<file path="src/rtl/ps2_scancode_decoder_if.sv">
// Keyboard decoder port bundle: scan-code byte input plus the key-event read port.
interface ps2_scancode_decoder_if #(
  parameter int FIFO_DEPTH = 4
);
  logic [7:0]                    code_in;
  logic                          code_valid;
  logic                          key_rd;
  logic                          ovf_clr;
  logic [7:0]                    key_code;
  logic                          key_ext;
  logic                          key_break;
  logic                          key_valid;
  logic [$clog2(FIFO_DEPTH):0]   fifo_count;
  logic                          overflow;

  modport master (
    output code_in, code_valid, key_rd, ovf_clr,
    input  key_code, key_ext, key_break, key_valid, fifo_count, overflow
  );

  modport slave (
    input  code_in, code_valid, key_rd, ovf_clr,
    output key_code, key_ext, key_break, key_valid, fifo_count, overflow
  );
endinterface

</file>
<file path="src/rtl/ps2_scancode_decoder.sv">
// Folds PS/2 set-2 prefix sequences (E0/F0/E1) into key events and queues them
// in a show-ahead FIFO whose head is presented on registered outputs.
module ps2_scancode_decoder #(
  parameter int FIFO_DEPTH  = 4,
  parameter int TIMEOUT_CYC = 50000
) (
  input  logic                    clk,
  input  logic                    reset_n,
  ps2_scancode_decoder_if.slave   kbd
);
  localparam int PTR_W = $clog2(FIFO_DEPTH);
  localparam int CNT_W = PTR_W + 1;
  localparam int TMO_W = $clog2(TIMEOUT_CYC + 1);
  localparam logic [47:0] STATUS_CODES = {8'hFA, 8'hAA, 8'hEE, 8'hFE, 8'h00, 8'hFF};

  typedef enum logic [2:0] {ST_IDLE, ST_EXT, ST_BRK, ST_EXT_BRK, ST_PAUSE} state_t;

  state_t             state_reg, state_next;
  logic [2:0]         pcnt_reg, pcnt_next;
  logic [TMO_W-1:0]   tmo_cnt_reg, tmo_cnt_next;
  logic [5:0]         status_hit;
  logic               is_status;
  logic               push_req;
  logic [9:0]         push_data;  // {code, ext, brk}

  logic [9:0]         mem [FIFO_DEPTH];
  logic [PTR_W-1:0]   wr_ptr_reg, wr_ptr_next, rd_ptr_reg, rd_ptr_next;
  logic [CNT_W-1:0]   count_reg, count_next;
  logic               pop, full, push_ok;
  logic [9:0]         head_next;
  logic [9:0]         head_reg;
  logic               key_valid_reg, overflow_reg, overflow_next;

  genvar gi;
  generate
    for (gi = 0; gi < 6; gi++) begin : g_status
      assign status_hit[gi] = (kbd.code_in == STATUS_CODES[gi*8 +: 8]);
    end
  endgenerate
  assign is_status = |status_hit;

  always_comb begin
    state_next   = state_reg;
    pcnt_next    = pcnt_reg;
    tmo_cnt_next = tmo_cnt_reg;
    push_req     = 1'b0;
    push_data    = {kbd.code_in, 2'b00};
    if (kbd.code_valid) begin
      tmo_cnt_next = '0;
      case (state_reg)
        ST_IDLE: begin
          if (kbd.code_in == 8'hE0)      state_next = ST_EXT;
          else if (kbd.code_in == 8'hF0) state_next = ST_BRK;
          else if (kbd.code_in == 8'hE1) begin
            state_next = ST_PAUSE;
            pcnt_next  = 3'd7;
          end else if (!is_status)       push_req = 1'b1;
        end
        ST_EXT: begin
          if (kbd.code_in == 8'hF0) state_next = ST_EXT_BRK;
          else if (kbd.code_in != 8'hE0) begin
            push_req   = 1'b1;
            push_data  = {kbd.code_in, 2'b10};
            state_next = ST_IDLE;
          end
        end
        ST_BRK: begin
          if (kbd.code_in != 8'hE0 && kbd.code_in != 8'hF0) begin
            push_req   = 1'b1;
            push_data  = {kbd.code_in, 2'b01};
            state_next = ST_IDLE;
          end
        end
        ST_EXT_BRK: begin
          if (kbd.code_in != 8'hE0 && kbd.code_in != 8'hF0) begin
            push_req   = 1'b1;
            push_data  = {kbd.code_in, 2'b11};
            state_next = ST_IDLE;
          end
        end
        ST_PAUSE: begin
          // Pause carries no break code; the 8-byte burst becomes one E1 make.
          if (pcnt_reg == 3'd1) begin
            push_req   = 1'b1;
            push_data  = {8'hE1, 2'b00};
            pcnt_next  = 3'd0;
            state_next = ST_IDLE;
          end else begin
            pcnt_next = pcnt_reg - 3'd1;
          end
        end
        default: state_next = ST_IDLE;
      endcase
    end else if (state_reg != ST_IDLE) begin
      if (tmo_cnt_reg == TMO_W'(TIMEOUT_CYC - 1)) begin
        state_next   = ST_IDLE;
        pcnt_next    = 3'd0;
        tmo_cnt_next = '0;
      end else begin
        tmo_cnt_next = tmo_cnt_reg + TMO_W'(1);
      end
    end
  end

  always_comb begin
    pop           = kbd.key_rd && key_valid_reg;
    full          = (count_reg == CNT_W'(FIFO_DEPTH));
    push_ok       = push_req && (!full || pop);
    rd_ptr_next   = pop ? rd_ptr_reg + PTR_W'(1) : rd_ptr_reg;
    wr_ptr_next   = push_ok ? wr_ptr_reg + PTR_W'(1) : wr_ptr_reg;
    case ({push_ok, pop})
      2'b10:   count_next = count_reg + CNT_W'(1);
      2'b01:   count_next = count_reg - CNT_W'(1);
      default: count_next = count_reg;
    endcase
    // The new head may be the entry being written on this very edge.
    if (count_next == '0)                          head_next = '0;
    else if (push_ok && wr_ptr_reg == rd_ptr_next) head_next = push_data;
    else                                           head_next = mem[rd_ptr_next];
    overflow_next = overflow_reg;
    if (kbd.ovf_clr)                 overflow_next = 1'b0;
    if (push_req && full && !pop)    overflow_next = 1'b1;
  end

  always_ff @(posedge clk) begin
    if (push_ok) mem[wr_ptr_reg] <= push_data;
  end

  always_ff @(posedge clk or negedge reset_n) begin
    if (!reset_n) begin
      state_reg     <= ST_IDLE;
      pcnt_reg      <= '0;
      tmo_cnt_reg   <= '0;
      wr_ptr_reg    <= '0;
      rd_ptr_reg    <= '0;
      count_reg     <= '0;
      head_reg      <= '0;
      key_valid_reg <= 1'b0;
      overflow_reg  <= 1'b0;
    end else begin
      state_reg     <= state_next;
      pcnt_reg      <= pcnt_next;
      tmo_cnt_reg   <= tmo_cnt_next;
      wr_ptr_reg    <= wr_ptr_next;
      rd_ptr_reg    <= rd_ptr_next;
      count_reg     <= count_next;
      head_reg      <= head_next;
      key_valid_reg <= (count_next != '0);
      overflow_reg  <= overflow_next;
    end
  end

  assign kbd.key_code   = head_reg[9:2];
  assign kbd.key_ext    = head_reg[1];
  assign kbd.key_break  = head_reg[0];
  assign kbd.key_valid  = key_valid_reg;
  assign kbd.fifo_count = count_reg;
  assign kbd.overflow   = overflow_reg;
endmodule

</file>
<file path="src/flat_wrapper.sv">
// flat-port wrapper written by rule: the top's interface ports become plain ports
module ps2_scancode_decoder_flat 
#(
  parameter int FIFO_DEPTH  = 4,
  parameter int TIMEOUT_CYC = 50000
)
  (clk, reset_n, kbd_code_in, kbd_code_valid, kbd_key_rd, kbd_ovf_clr, kbd_key_code, kbd_key_ext, kbd_key_break, kbd_key_valid, kbd_fifo_count, kbd_overflow);
  ps2_scancode_decoder_if #(.FIFO_DEPTH(FIFO_DEPTH)) kbd_i ();
  input  logic clk;
  input  logic reset_n;
  input wire logic [$bits(kbd_i.code_in)-1:0] kbd_code_in;
  input wire logic [$bits(kbd_i.code_valid)-1:0] kbd_code_valid;
  input wire logic [$bits(kbd_i.key_rd)-1:0] kbd_key_rd;
  input wire logic [$bits(kbd_i.ovf_clr)-1:0] kbd_ovf_clr;
  output wire logic [$bits(kbd_i.key_code)-1:0] kbd_key_code;
  output wire logic [$bits(kbd_i.key_ext)-1:0] kbd_key_ext;
  output wire logic [$bits(kbd_i.key_break)-1:0] kbd_key_break;
  output wire logic [$bits(kbd_i.key_valid)-1:0] kbd_key_valid;
  output wire logic [$bits(kbd_i.fifo_count)-1:0] kbd_fifo_count;
  output wire logic [$bits(kbd_i.overflow)-1:0] kbd_overflow;
  assign kbd_i.code_in = kbd_code_in;
  assign kbd_i.code_valid = kbd_code_valid;
  assign kbd_i.key_rd = kbd_key_rd;
  assign kbd_i.ovf_clr = kbd_ovf_clr;
  assign kbd_key_code = kbd_i.key_code;
  assign kbd_key_ext = kbd_i.key_ext;
  assign kbd_key_break = kbd_i.key_break;
  assign kbd_key_valid = kbd_i.key_valid;
  assign kbd_fifo_count = kbd_i.fifo_count;
  assign kbd_overflow = kbd_i.overflow;
  ps2_scancode_decoder #(.FIFO_DEPTH(FIFO_DEPTH), .TIMEOUT_CYC(TIMEOUT_CYC)) u_core (.clk(clk), .reset_n(reset_n), .kbd(kbd_i));
endmodule
</file>
<file path="config.mk">
export PLATFORM = sky130hd
export DESIGN_NAME = ps2_scancode_decoder_flat
export DESIGN_NICKNAME = d
export VERILOG_FILES = /design/src/rtl/ps2_scancode_decoder_if.sv /design/src/rtl/ps2_scancode_decoder.sv /design/src/flat_wrapper.sv
export SDC_FILE = /design/constraint.sdc
export NUM_CORES = 1
export LEC_CHECK = 0
export BUFFER_PORTS_ARGS = -buffer_cell sky130_fd_sc_hd__buf_4
export CAP_MARGIN = 10
export CORE_MARGIN = 2
export CORE_UTILIZATION = 60
export CTS_CLUSTER_SIZE = 14
export DETAILED_ROUTE_END_ITERATION = 10
export PLACE_DENSITY = 0.77
export SLEW_MARGIN = 15
export SYNTH_ARGS = -nofsm -noshare
export SYNTH_HDL_FRONTEND = slang
export SYNTH_SLANG_ARGS = --single-unit
</file>
<file path="constraint.sdc">
create_clock -name clk -period 9.5 [get_ports clk]
set_clock_uncertainty 0.05 [all_clocks]
set_input_delay 1.9 -clock clk [delete_from_list [all_inputs] [get_ports clk]]
set_output_delay 1.9 -clock clk [all_outputs]
set_load 0.005 [all_outputs]
</file>
# Word-level counts from Yosys, hierarchy flattened
# Memory sizes are Yosys's and may differ from the RTL's.
# Cells that the tools add are included.
[word_totals] register_bits=41 mem_bits_rw=40 input_bits=13 out_inout_bits=15 wordCells=110 memories=1
[classes] addsub=6 n_eq_ne=28 n_mux=45 n_reduce_logical=21
[memory_table] name="u_core.mem" words=4 word_bits=10 rd=1 rd_ports_with_merged_regs=0 write_ports=1 line_no="ps2_scancode_decoder.sv:26" text="logic [9:0] mem [FIFO_DEPTH];"
[ops] operator="8-bit equality test (second input constant)" count=8
[ops] operator="16-bit 2-to-1 mux" count=3
[ops] operator="3-bit 2-to-1 mux" count=15
[ops] operator="10-bit 2-to-1 mux" count=4
[ops] operator="10-bit one-hot mux with 4 select lines" count=1
[ops] operator="16-bit by 1-bit adder with 16-bit output (second input constant)" count=1
[ops] operator="16-bit equality test (second input constant)" count=1
[ops] operator="8-bit inequality test (second input constant)" count=2
[ops] operator="1-bit 2-to-1 mux" count=14
[ops] operator="3-bit one-hot mux with 2 select lines" count=2
[ops] operator="3-bit one-hot mux with 4 select lines" count=1
[ops] operator="6-bit AND reduction" count=2
[ops] operator="3-bit by 2-bit inequality test with 1-bit output (second input constant)" count=3
[ops] operator="8-bit zero test" count=1
[ops] operator="2-bit 2-to-1 mux" count=4
[ops] operator="3-bit by 1-bit equality test with 1-bit output (second input constant)" count=2
[ops] operator="3-bit by 2-bit equality test with 1-bit output (second input constant)" count=2
[ops] operator="3-bit equality test (second input constant)" count=2
[ops] operator="1-bit logical AND" count=6
[ops] operator="3-bit zero test" count=2
[ops] operator="3-bit inequality test (second input constant)" count=2
[ops] operator="2-bit nonzero test" count=3
[ops] operator="3-bit nonzero test" count=2
[ops] operator="6-bit OR reduction" count=1
[ops] operator="other kinds (13)" count=16

# Logic depth before layout (Yosys ltp)
[logic_depth] ltp_word=13 mapped_depth=15 ltp_nobuf=11

# Worst setup path after synthesis
# OpenSTA, ideal clock, no wires.
[synth_timing] path_kind="in2reg" from="input kbd_code_in[0]" to="register u_core.head_reg[4]" setup_ps=129 arrival_ps=4571 required_ps=9321 slack_ps=4750 stages=14 cell_sequence="buf_6 or4_1 a211o_1 a31oi_2 o21bai_2 buf_6 clkbuf_1 nor2_1 fa_1 nor2b_1 nand3b_1 mux2i_1 buf_2 a211oi_1"
[synth_between] elab_chain_cells=13
[synth_lines] item="start: declaration" line_no="flat_wrapper.sv:11" text="input wire logic [$bits(kbd_i.code_in)-1:0] kbd_code_in;"
[synth_lines] item="8-bit equality test / 8-bit zero test (equally long branches)" line_no="ps2_scancode_decoder.sv:37" text="assign status_hit[gi] = (kbd.code_in == STATUS_CODES[gi*8 +: 8]);"
[synth_lines] item="6-bit OR reduction" line_no="ps2_scancode_decoder.sv:40" text="assign is_status = |status_hit;"
[synth_lines] item="1-bit 2-to-1 mux" line_no="ps2_scancode_decoder.sv:57" text="end else if (!is_status) push_req = 1'b1;"
[synth_lines] item="1-bit 2-to-1 mux" line_no="ps2_scancode_decoder.sv:54" text="else if (kbd.code_in == 8'hE1) begin"
[synth_lines] item="1-bit 2-to-1 mux" line_no="ps2_scancode_decoder.sv:53" text="else if (kbd.code_in == 8'hF0) state_next = ST_BRK;"
[synth_lines] item="1-bit 2-to-1 mux" line_no="ps2_scancode_decoder.sv:52" text="if (kbd.code_in == 8'hE0) state_next = ST_EXT;"
[synth_lines] item="1-bit one-hot mux with 4 select lines (*)" line_no="ps2_scancode_decoder.sv:50" text="case (state_reg)"
[synth_lines] item="1-bit 2-to-1 mux (*)" line_no="ps2_scancode_decoder.sv:48" text="if (kbd.code_valid) begin"
[synth_lines] item="1-bit logical AND (*)" line_no="ps2_scancode_decoder.sv:108" text="push_ok = push_req && (!full || pop);"
[synth_lines] item="2-bit by 1-bit equality test with 1-bit output / 2-bit equality test (equally long branches)" line_no="ps2_scancode_decoder.sv:111" text="case ({push_ok, pop})"
[synth_lines] item="3-bit one-hot mux with 2 select lines" line_no="ps2_scancode_decoder.sv:111"
[synth_lines] item="3-bit zero test" line_no="ps2_scancode_decoder.sv:117" text="if (count_next == '0) head_next = '0;"
[synth_lines] item="10-bit 2-to-1 mux (*)" line_no="ps2_scancode_decoder.sv:117"
[synth_lines] item="net u_core.head_next[4]" line_no="ps2_scancode_decoder.sv:30" text="logic [9:0] head_next;"
[synth_lines] item="end signal: assignment" line_no="ps2_scancode_decoder.sv:147" text="head_reg <= head_next;"
[synth_lines] item="end: declaration" line_no="ps2_scancode_decoder.sv:31" text="logic [9:0] head_reg;"
# The timed path passes the listed nets; every way through them passes the cells marked *.
# A chain may end at the register's enable or synchronous reset.

# Worst setup path in the final report
[layout_timing] from="input kbd_code_in[6]" to="register u_core.head_reg[9]"
# Same word-level chain as after synthesis.

==> flow_summary.ini <==
[outcome]
status = completed

[synth]
syn_nets = 346
avgSynthCellArea_sq_um = 12.2
synthTopCellsByCount = dfrtp_1 (41), edfxtp_1 (40), nor2_1 (29)
synth-seq-cells = 81
synth_top_area_share = 0.303
synth_top_cell_by_area = edfxtp_1
synthArstFlopShare = 0.506
synth_most_common_cell = dfrtp_1
synth_flop_cell = dfrtp_1
synthDistinctLibCells = 52
syn-cell-area_sq_um = 3960
yosys-top-cells-area = edfxtp_1 (30%), dfrtp_1 (26%), mux4_2 (5.7%)
netlist_instances = 325
seq_area_frac_synth = 0.562
synth_edf_count = 40
synth-warning-count = 0

[critical_path]
critPathSlowestCell = mux2i_1
path_common_cell = buf_4
path_buf_inv = 2
cp-startpoint = kbd_code_in[6]
cp-start-kind = input pin
endpoint_kind = register
r2r-start = u_core.pcnt_reg[1]
crit_path_max_incr_delay_ns = 0.84
critical_path_class = in2reg
cp_top_family = simple AND/OR/NAND/NOR gates
crit_arrival_ns = 5.14
critPathMaxFanout = 20
crit_required_ns = 9.62
worstPathCellList = buf_4 -> or4_1 -> a211o_1 -> a31oi_2 -> o21bai_2 -> buf_4 -> nor2_1 -> fa_1 -> nor2b_1 -> nand3b_1 -> mux2i_1 -> a211oi_1

[route]
drt_pre_antenna_iters = 4
drt-met1-wl_um = 3350
route.detailed.wl_per_inst_um = 17.3
wl_met3_um = 382
vias_per_cell = 6.09
drt_iter0_markers = 136
ant_nets = 0
wl_um = 7480
route.detailed.drc = 0
routed.top_layer = met4
wl_met2_um = 3680
vias = 2635

[clocking]
cts_setup_buffers = 0
cts_tree = built
cts.sinks = 81
ctsHoldBuffers = 0
cts-root-buf = clkbuf_8
cts_resized = 0
htreeDepth = 3
clock_latency_ns = 0.35
cts_made_buffers = 9
worst_setup_hold_path_clk_slew_ns = 0.09
cts.path.max_buffers = 2

[floorplanning]
die_h_um = 85.3
start_util = 0.621
die_area_sq_um = 7270
ios = 28
die_x_um = 85.3
core_sq_um = 6390
num_rows = 29

[grt]
antenna_found_initial = 0
grt_max_degree = 42
grt_overflow = 0
grt_pass1_vias = 2537
grt_use_total = 0.225
grt_pass1_wl_um = 12600

[sta]
rsz0062_at_grt = false
setup_tns_ns = 0
worst_pin_slew_ns = 1.07
drv_slew = 0
post-route-period-util = 0.528
clock.fmax_mhz = 199
setup_viol = 0
hold_violations = 0
period_needed_ns = 5.02
relSlewSlack = 0.265
fin_ws_ns = 4.48

[place]
io_buffers = 27
dp_slack_ns = 4.16
dp_hpwl_um = 5120
gp_congestion = 0.899

[flow_run]
cap_violations = 0

[cells_and_area]
antenna_cells = 0
layout.nets = 372
drive_gt1_frac = 0.199
largest_reg_flops = 40
area_growth_pct = 11.6

[worst_hold_path]
hold_start = u_core.kbd.overflow
worstHoldPathType = reg2reg

[power_and_ir_drop]
leakagePower_nw = 1.75
p_per_area_nw_per_um2 = 294
irDropWorstVdd_uv = 162
cell families (layout without fill, tap and decap cells):
kind of cell	Yosys count	after routing	synth area share
buf+inv	23	54	0.0294
mux	17	17	0.0792
fa+ha+maj	8	8	0.0271
flops	81	81	0.562
compound gates	50	50	0.0903
simple gates	127	127	0.167
xor+xnor	19	19	0.0455
metrics by stage:
stage               cells  utilization  hold slack [ns]  cell area [sq um]  power, mW
floorplan             325            -            0.415               3960      0.890
global placement      417        0.658            0.449               4200       1.02
detailed placement    417        0.659            0.460               4210       1.03
CTS                   433        0.693            0.478               4420       1.31
global route          433        0.693            0.489               4420       1.38
finish                433        0.693            0.477               4420       1.30
layout make-up:
type / count / area [sq um]
Inverter: 10 / 37.5
Tap cell: 77 / 96.3
Clock inverter: 6 / 90.1
Multi-Input combinational cell: 221 / 1640
Timing Repair Buffer: 28 / 210
Fill cell: 453 / 1960
Clock buffer: 10 / 128
Sequential cell: 81 / 2230
cells in the final DEF, fill, tap and decap left out, types with 2 or more instances in the layout:
master	count
dfrtp_1	41
edfxtp_1	40
nor2_1	29
buf_4	28
nand3_1	22
o21ai_0	19
nand2_1	18
inv_1	10
nor2b_1	10
mux4_2	10
nor3_1	9
xor2_1	9
clkbuf_8	9
and3_1	8
or2_2	7
xnor2_1	7
ha_1	7
or3_1	6
a211oi_1	6
and2_1	5
a211oi_2	5
mux2i_1	4
a21oi_1	4
nand4_1	3
o22ai_1	3
a211o_1	2
nor4b_1	2
a31oi_1	2
a22o_1	2
inv_6	2
bufinv_16	2
metal layers:
metal,global-route usage,up-vias
met5,0,-
met2,0.359,92
met1,0.316,1295
met3,0.0418,8
met4,0.0750,0
li1,-,1240
worst min-delay path, delay by kind of cell, from the launching register on:
family                 cells  cell delay, ns
flip-flops                 1            0.38
AO/OA/AOI/OAI              1            0.06
buffers and inverters      1            0.05
path summary, 6_finish.rpt:
kind	end	slack (ns)	cells past startpoint
setup / recovery	u_core.head_reg[9]	4.48	12
hold / removal	u_core.kbd.overflow	0.48	2
setup reg to reg	u_core.head_reg[9]	5.75	12
hold reg to reg	u_core.kbd.overflow	0.48	2
max in group asynchronous	u_core.tmo_cnt_reg[1]	7.54	1
min in group asynchronous	u_core.head_reg[8]	1.46	1
power by group:
group	internal [mW]	total (mW)	leakage, nW	switching [mW]
sequential	0.461	0.509	0.894	0.0473
clock	0.150	0.274	0.109	0.124
combinational	0.245	0.517	0.743	0.272
(Power assumes the default switching activity.)
